### config.mk
export PLATFORM = sky130hd
export DESIGN_NAME = cacheline_burst_adaptor
export DESIGN_NICKNAME = d
export VERILOG_FILES = /design/src/rtl/cacheline_burst_adaptor.sv
export SDC_FILE = /design/constraint.sdc
export NUM_CORES = 1
export LEC_CHECK = 0
export ABC_AREA = 1
export ABC_CLOCK_PERIOD_IN_PS = 2800
export BUFFER_PORTS_ARGS = -buffer_cell sky130_fd_sc_hd__buf_2
export CORE_AREA = 2 2 277 279
export CTS_CLUSTER_DIAMETER = 120
export DETAILED_ROUTE_END_ITERATION = 10
export DIE_AREA = 0 0 279 281
export GPL_ROUTABILITY_DRIVEN = 0
export PLACE_DENSITY_LB_ADDON = 0.1
export SLEW_MARGIN = 5
export SYNTH_ARGS = -nofsm -noshare
export SYNTH_HDL_FRONTEND = slang
export SYNTH_SLANG_ARGS = --single-unit
### constraint.sdc
create_clock -name clk -period 2.8 [get_ports clk]
set_input_delay 0.28 -clock clk [delete_from_list [all_inputs] [get_ports clk]]
set_output_delay 0.28 -clock clk [all_outputs]
set_load 0.02 [all_outputs]
### src/rtl/cacheline_burst_adaptor.sv
// Bridges single-request 256-bit L2 line reads/writes onto a 64-bit, 4-beat burst memory port.
// Reads gather beats into a line buffer; writes stream the latched line out one beat at a time.
module cacheline_burst_adaptor #(
    parameter int s_line   = 256,
    parameter int s_burst  = 64,
    parameter int s_offset = 5
) (
    input  logic               clk,
    input  logic               rst_n,
    input  logic [31:0]        pmem_address,
    input  logic               pmem_read,
    input  logic               pmem_write,
    input  logic [s_line-1:0]  pmem_wdata,
    output logic [s_line-1:0]  pmem_rdata,
    output logic               pmem_resp,
    output logic [31:0]        burst_address,
    output logic               burst_read,
    output logic               burst_write,
    output logic [s_burst-1:0] burst_wdata,
    input  logic [s_burst-1:0] burst_rdata,
    input  logic               burst_resp
);

    localparam int BEATS = s_line / s_burst;
    localparam int W_CNT = $clog2(BEATS);
    localparam logic [31:0] LINE_MASK = ~((32'd1 << s_offset) - 32'd1);
    localparam logic [W_CNT-1:0] LAST_BEAT = W_CNT'(BEATS - 1);

    typedef enum logic [1:0] {IDLE, READ, WRITE, DONE} state_t;

    state_t              state_reg;
    logic [W_CNT-1:0]    cnt_reg;
    logic [s_line-1:0]   line_buf_reg;
    logic [s_line-1:0]   rdata_reg;
    logic [31:0]         addr_reg;
    logic                resp_reg;
    logic                read_reg;
    logic                write_reg;
    logic [s_line-1:0]   line_next;
    logic [s_burst-1:0]  beat_arr [BEATS];

    generate
        for (genvar gi = 0; gi < BEATS; gi++) begin : g_beat
            assign beat_arr[gi] = line_buf_reg[gi*s_burst +: s_burst];
        end
    endgenerate

    // Line buffer with the current read beat merged in; also the final line on the last beat.
    always_comb begin
        line_next = line_buf_reg;
        line_next[cnt_reg*s_burst +: s_burst] = burst_rdata;
    end

    always_ff @(posedge clk or negedge rst_n) begin
        if (!rst_n) begin
            state_reg    <= IDLE;
            cnt_reg      <= '0;
            line_buf_reg <= '0;
            rdata_reg    <= '0;
            addr_reg     <= '0;
            resp_reg     <= 1'b0;
            read_reg     <= 1'b0;
            write_reg    <= 1'b0;
        end else begin
            case (state_reg)
                IDLE: begin
                    cnt_reg <= '0;
                    if (pmem_write) begin
                        addr_reg     <= pmem_address;
                        line_buf_reg <= pmem_wdata;
                        write_reg    <= 1'b1;
                        state_reg    <= WRITE;
                    end else if (pmem_read) begin
                        addr_reg  <= pmem_address;
                        read_reg  <= 1'b1;
                        state_reg <= READ;
                    end
                end
                READ: begin
                    if (burst_resp) begin
                        line_buf_reg <= line_next;
                        cnt_reg      <= cnt_reg + W_CNT'(1);
                        if (cnt_reg == LAST_BEAT) begin
                            rdata_reg <= line_next;
                            read_reg  <= 1'b0;
                            resp_reg  <= 1'b1;
                            state_reg <= DONE;
                        end
                    end
                end
                WRITE: begin
                    if (burst_resp) begin
                        cnt_reg <= cnt_reg + W_CNT'(1);
                        if (cnt_reg == LAST_BEAT) begin
                            write_reg <= 1'b0;
                            resp_reg  <= 1'b1;
                            state_reg <= DONE;
                        end
                    end
                end
                DONE: begin
                    resp_reg  <= 1'b0;
                    state_reg <= IDLE;
                end
                default: state_reg <= IDLE;
            endcase
        end
    end

    assign pmem_resp     = resp_reg;
    assign pmem_rdata    = rdata_reg;
    assign burst_read    = read_reg;
    assign burst_write   = write_reg;
    assign burst_address = (state_reg == IDLE) ? '0 : (addr_reg & LINE_MASK);
    assign burst_wdata   = write_reg ? beat_arr[cnt_reg] : '0;

endmodule

* After elaboration in Yosys (flattened, before gate mapping)
Index checks and enable logic that the tools add are counted.
Operators by class: $lt $le $gt $ge 1, eq/ne operators 14, reduce and logical (&&, ||, !) cells 15, shift-type cells 2, muxes and demuxes 28, bitwise gates (word level) 1, add/subtract/negate cells 2
Operators by type and width (count):
- 256-bit two-way mux | 2
- 256-bit case mux with 2 select lines | 1
- 256-bit bitwise mux | 1
- 64-bit by 34-bit variable shift with 256-bit output, first input constant | 1
- 64-bit by 34-bit indexed part select with 256-bit output | 1
- 64-bit two-way mux | 3
- 64-bit binary-select mux with 2-bit select | 1
- 32-bit two-way mux | 3
- 8-bit negation with 34-bit output | 1
- 2-bit != test, second input constant | 7
- 3-bit AND reduction | 4
- 2-bit two-way mux | 5
- 2-bit nonzero test | 5
- 1-bit two-way mux | 7
- 2-bit equality test, second input constant | 3
- 1-bit case mux with 2 select lines | 3
- 2-bit case mux with 3 select lines | 1
- 5-bit AND reduction | 1
- 2-bit by 1-bit != test with 1-bit output, second input constant | 2
- 2-bit case mux with 2 select lines | 1
- 2-bit AND reduction | 2
- 4-bit AND reduction | 1
- 3-bit >= comparator, second input constant | 1
- 3-bit != test, second input constant | 1
- 5 further kinds | 5
Storage, ports and cells: word-level logic and storage cells 71, input port bits 357, output and inout bits 355, bits in registers 551

* Longest topological paths before layout
depth after elaboration 5, depth in mapped cells 13, gate-level depth less buffers 9

* Worst setup path before layout
Ideal clock, no wire load.
path type reg-to-reg, from reg cnt_reg[1], to reg rdata_reg[10] (netlist: pmem_rdata[10]), library setup time 0.065 ns, data required time 2.735 ns, cell stages (with the launch flop) 11, path slack 0.471 ns, data arrival time 2.264 ns, clock period less this slack 2.329 ns, path buffers 4, cells stage by stage dfrtp_1 > inv_1 > clkbuf_1 > buf_1 > ha_1 > buf_2 > nor2_2 > buf_2 > nand3_1 > nand3_1 > o21a_1
On the way: cells in the longest elaborated chain, start to end 3, elaborated cells between the ends (all ways) 6, classes of those cells 1 x add/sub; 1 x eq/ne; 2 x shift; 1 x mux; 1 x reduce/logical
Ends and longest elaborated chain:
- from (decl) | line 32 | logic [W_CNT-1:0] cnt_reg;
- from (signal assigned) | line 82 | cnt_reg <= cnt_reg + W_CNT'(1);
- from (signal assigned) | line 93 | cnt_reg <= cnt_reg + W_CNT'(1);
- 8-bit negation with 34-bit output | line 51 | line_next[cnt_reg*s_burst +: s_burst] = burst_rdata;
- 64-bit by 34-bit indexed part select with 256-bit output / 64-bit by 34-bit variable shift with 256-bit output (equally long branches) | line 51
- 256-bit bitwise mux | line 51
- to (signal assigned) | line 84 | rdata_reg <= line_next;
- to (decl) | line 34 | logic [s_line-1:0] rdata_reg;
Several ways; a longest one is shown, not always the timed one. A chain may end at the register's enable or synchronous reset.

* Final worst setup path
from reg cnt_reg[0], to out burst_wdata[4]
On the way: cells in the longest elaborated chain, start to end 5
Ends and longest elaborated chain:
- 2-bit inverter with 3-bit output (not written as such) | line 115 | assign burst_wdata = write_reg ? beat_arr[cnt_reg] : '0;
- 64-bit binary-select mux with 2-bit select | line 115
- 64-bit two-way mux (not written as such) (2 in series) | line 115
- 64-bit two-way mux | line 115
- to (decl) | line 19 | output logic [s_burst-1:0] burst_wdata,
Every way passes these cells. The select of a mux whose other input is x is not followed.

==> impl_results.md <==
* Maximum Capacitance Violations at 0
* Max H-tree Level at 3
* Leakage power total at 21.5 nW
* Synth Instances at 4661
* Placed cell area at 35400 sq um
* Hold Crit Endpoint: line_buf_reg[64]
* Count of unique library cells instantiated by Yosys at 24
* Number of buffers created by CTS at 68
* Layout cells sized above 1 at 17.6%
* Detail Placement HPWL at 85500 um
* Kind of start point of the critical path: flop
* Nets at 5712
* FF-to-FF path depth at 11
* Data required time at the worst endpoint at 2520 ps
* Wire length of the first global-routing pass at 192000 um
* Area taken by flip-flops and latches at 13700 sq um
* Area Growth Syn to Fin at 27.1%
* Register bit count reported by yosys at 546
* Final Max Tran Viols at 0
* Part of the Yosys area used for sequential elements at 44.6%
* Area inside the core boundary at 75400 sq um
* Initial core utilization at 40.6%
* Antenna-violating nets left at 0
* Maximum count of clock buffers along a single path at 3
* Final clock skew at 27.1 ps
* Achievable clock frequency at 364 MHz
* DR vias at 33400
* End-of-flow core utilization at 51.5%
* Total congestion overflow at 0
* Final Hold Vio Count at 0
* Port Buf Inserts at 701
* CP Capture Type: output port
* DRC violations left at 0
* CTS tree: built
* Unrepaired setup endpoints after global routing: yes
* Worst hold path startpoint: pmem_wdata[64]
* Smallest hold slack at 26.5 ps
* Post-layout minimum cycle time at 2740 ps
* Clk slew on worst S/H paths at 60 ps
* Die Area at 78400 sq um
* Number of cells on the worst hold path at 5
* Clock insertion delay at the later pin of the skew report at 620 ps
* Power density relative to cell area at 1360 nW/um^2
* Synthesized cell area at 30600 sq um
* Largest voltage drop on the vdd net at 995 uV
* Final-report setup violation count at 0
* R2r endpoint: line_buf_reg[120]
* Cell Rows at 101
* Ratio of final minimum period to clock period at 98.0%
* Detailed router's first-iteration violation count at 3145
* Run status: completed
* Worst reg-to-reg setup slack at 160 ps
* Power consumption at 53.0 mW
* Post-DR wirelength/cell at 20.2 um
* Hold Crit Class: primary input to flop
* Beginning of the worst register-to-register path: cnt_reg[1]
* Yosys Warn Count at 0
* Fin area at 38900 sq um
* Worst max-slew margin expressed relative to the limit at 30.6%
* # clock sinks at 546
* Aggregate negative setup slack at 0 ps
* Worst Path Class, Setup: flop to output port
* Ports at 712
* Vias in the first global route at 31600
* Antenna violations before repair at 6
* Largest net degree at the start of global routing at 186
* Maximum fanout count along the critical path at 31
* Crit path arrival time at 2460 ps
* Via density per instance at 5.23
* Fill cell total of the finished layout at 7667
* First-pass detailed-route iteration total at 5
* Multi-input logic area at 15200 sq um
* Overall fraction of global-route tracks in use at 31.9%
* Worst-Margin Slew at 1040 ps
* Per-instance average area after synthesis at 6.57 sq um
* Aggregate routed wire length at 129000 um
* Root Driver: sky130_fd_sc_hd__clkbuf_16
* Die width at 279 um
* Die Span Y at 281 um
==> report_power, final <==
part	switching [mW]	total, mW	leakage, nW	internal [mW]
Sequential	2.83	14.6	6.96	11.8
Clock	3.67	9.10	1.13	5.43
Combinational	20.1	29.2	13.4	9.11
Total	26.6	53.0	21.5	26.3
==> Yosys cell counts <==
master,number,share of area [%]
sky130_fd_sc_hd__or2_2,1,0.020
sky130_fd_sc_hd__nor2_2,3,0.061
sky130_fd_sc_hd__a21oi_1,67,1.1
sky130_fd_sc_hd__inv_1,104,1.3
sky130_fd_sc_hd__conb_1,1,0.012
sky130_fd_sc_hd__clkbuf_1,142,1.7
sky130_fd_sc_hd__buf_4,18,0.44
sky130_fd_sc_hd__nor2_4,1,0.037
sky130_fd_sc_hd__nor2_1,879,11
sky130_fd_sc_hd__buf_1,34,0.42
sky130_fd_sc_hd__nand3b_1,23,0.56
sky130_fd_sc_hd__ha_1,10,0.41
sky130_fd_sc_hd__a21oi_2,1,0.029
sky130_fd_sc_hd__o21ai_0,160,2.6
sky130_fd_sc_hd__o22ai_1,3,0.061
sky130_fd_sc_hd__o21ai_2,1,0.029
sky130_fd_sc_hd__nand2_1,2049,25
sky130_fd_sc_hd__a31oi_1,1,0.020
sky130_fd_sc_hd__dfrtp_1,546,45
sky130_fd_sc_hd__o21a_1,64,1.6
sky130_fd_sc_hd__nand2_4,1,0.037
sky130_fd_sc_hd__nand3_1,427,7.0
sky130_fd_sc_hd__buf_2,119,1.9
sky130_fd_sc_hd__inv_2,6,0.074
==> through the flow <==
stage | setup slack, ps | instances
floorplan | 471 | 4665
global placement | 193 | 6140
detailed placement | 169 | 6140
CTS | -0.248 | 6374
global route | -11.0 | 6379
finish | 55.6 | 6379
==> kinds of logic after synthesis <==
kind of cell / Yosys count / synth area share (%)
AOI/OAI and AO/OA: 297 / 5.42
buffers and inverters: 423 / 5.90
adders and majority gates: 10 / 0.409
and+or+nand+nor: 3384 / 43.6
other: 1 / 0.0123
DFF: 546 / 44.6
==> metal layers <==
metal  vias to the layer above  share of wire, %  GRT usage, %
met3                       275               7.0          4.81
met4                         4               4.2          13.9
met2                      1410                46          51.2
met5                         -             0.021             0
met1                     15800                42          42.9
li1                      15900                 -             -
==> what timing repair did <==
action	CTS	global route
setup buffers	0	0
setup endpoints to repair	44	7
gates resized for setup	6	4
cloned	0	1
hold endpoints to repair	151	0
hold buffers	112	0
==> worst max-delay path by stage <==
stage / from / end / cells past startpoint
floorplan: cnt_reg[1] / pmem_rdata[10] / 10
global placement: cnt_reg[1] / line_buf_reg[117] / 11
detailed placement: cnt_reg[1] / line_buf_reg[117] / 11
CTS: cnt_reg[0] / burst_wdata[46] / 5
global route: cnt_reg[0] / burst_wdata[11] / 6
finish: cnt_reg[0] / burst_wdata[4] / 6
==> cells in the final DEF, fill, tap and decap left out, types with 2 or more instances in the layout <==
cell type	synthesis	layout
sky130_fd_sc_hd__nand3b_1	23	23
sky130_fd_sc_hd__clkbuf_8	0	19
sky130_fd_sc_hd__buf_4	18	66
sky130_fd_sc_hd__o22ai_1	3	3
sky130_fd_sc_hd__dfrtp_4	0	2
sky130_fd_sc_hd__dlygate4sd3_1	0	112
sky130_fd_sc_hd__nor2_4	1	8
sky130_fd_sc_hd__clkinv_8	0	2
sky130_fd_sc_hd__o21a_1	64	64
sky130_fd_sc_hd__nand2_1	2049	2049
sky130_fd_sc_hd__nor2_1	879	875
sky130_fd_sc_hd__clkinv_2	0	15
sky130_fd_sc_hd__dfrtp_1	546	544
sky130_fd_sc_hd__diode_2	0	4
sky130_fd_sc_hd__nand3_1	427	427
sky130_fd_sc_hd__a21oi_1	67	64
sky130_fd_sc_hd__inv_6	0	4
sky130_fd_sc_hd__o21ai_0	160	160
sky130_fd_sc_hd__a21oi_2	1	4
sky130_fd_sc_hd__clkinvlp_4	0	2
sky130_fd_sc_hd__buf_16	0	2
sky130_fd_sc_hd__inv_2	6	5
sky130_fd_sc_hd__clkbuf_1	142	13
sky130_fd_sc_hd__bufinv_16	0	3
sky130_fd_sc_hd__buf_8	0	2
sky130_fd_sc_hd__ha_1	10	7
sky130_fd_sc_hd__inv_1	104	98
sky130_fd_sc_hd__clkbuf_16	0	72
sky130_fd_sc_hd__buf_12	0	40
sky130_fd_sc_hd__conb_1	1	5
sky130_fd_sc_hd__buf_2	119	700
sky130_fd_sc_hd__ha_2	0	2
==> cell type report <==
cell class              count  area share (%)
diodes                      4          0.0257
clock buffers             103            5.37
clock inverters            19           0.528
inverters                 110            1.10
multi-input cells        3696            39.2
flip-flops and latches    546            35.2
well taps                 978            3.15
repair buffers            923            15.5
==> worst max-delay path, cell delays in order (launching register included) <==
cell and delay [ps]:
sky130_fd_sc_hd__dfrtp_4 530, sky130_fd_sc_hd__buf_4 400, sky130_fd_sc_hd__nor2_1 90, sky130_fd_sc_hd__nor2_1 230
sky130_fd_sc_hd__o21ai_0 140, sky130_fd_sc_hd__a21oi_1 240, sky130_fd_sc_hd__buf_2 210
No activity file was read; power rests on OpenSTA's default activity.
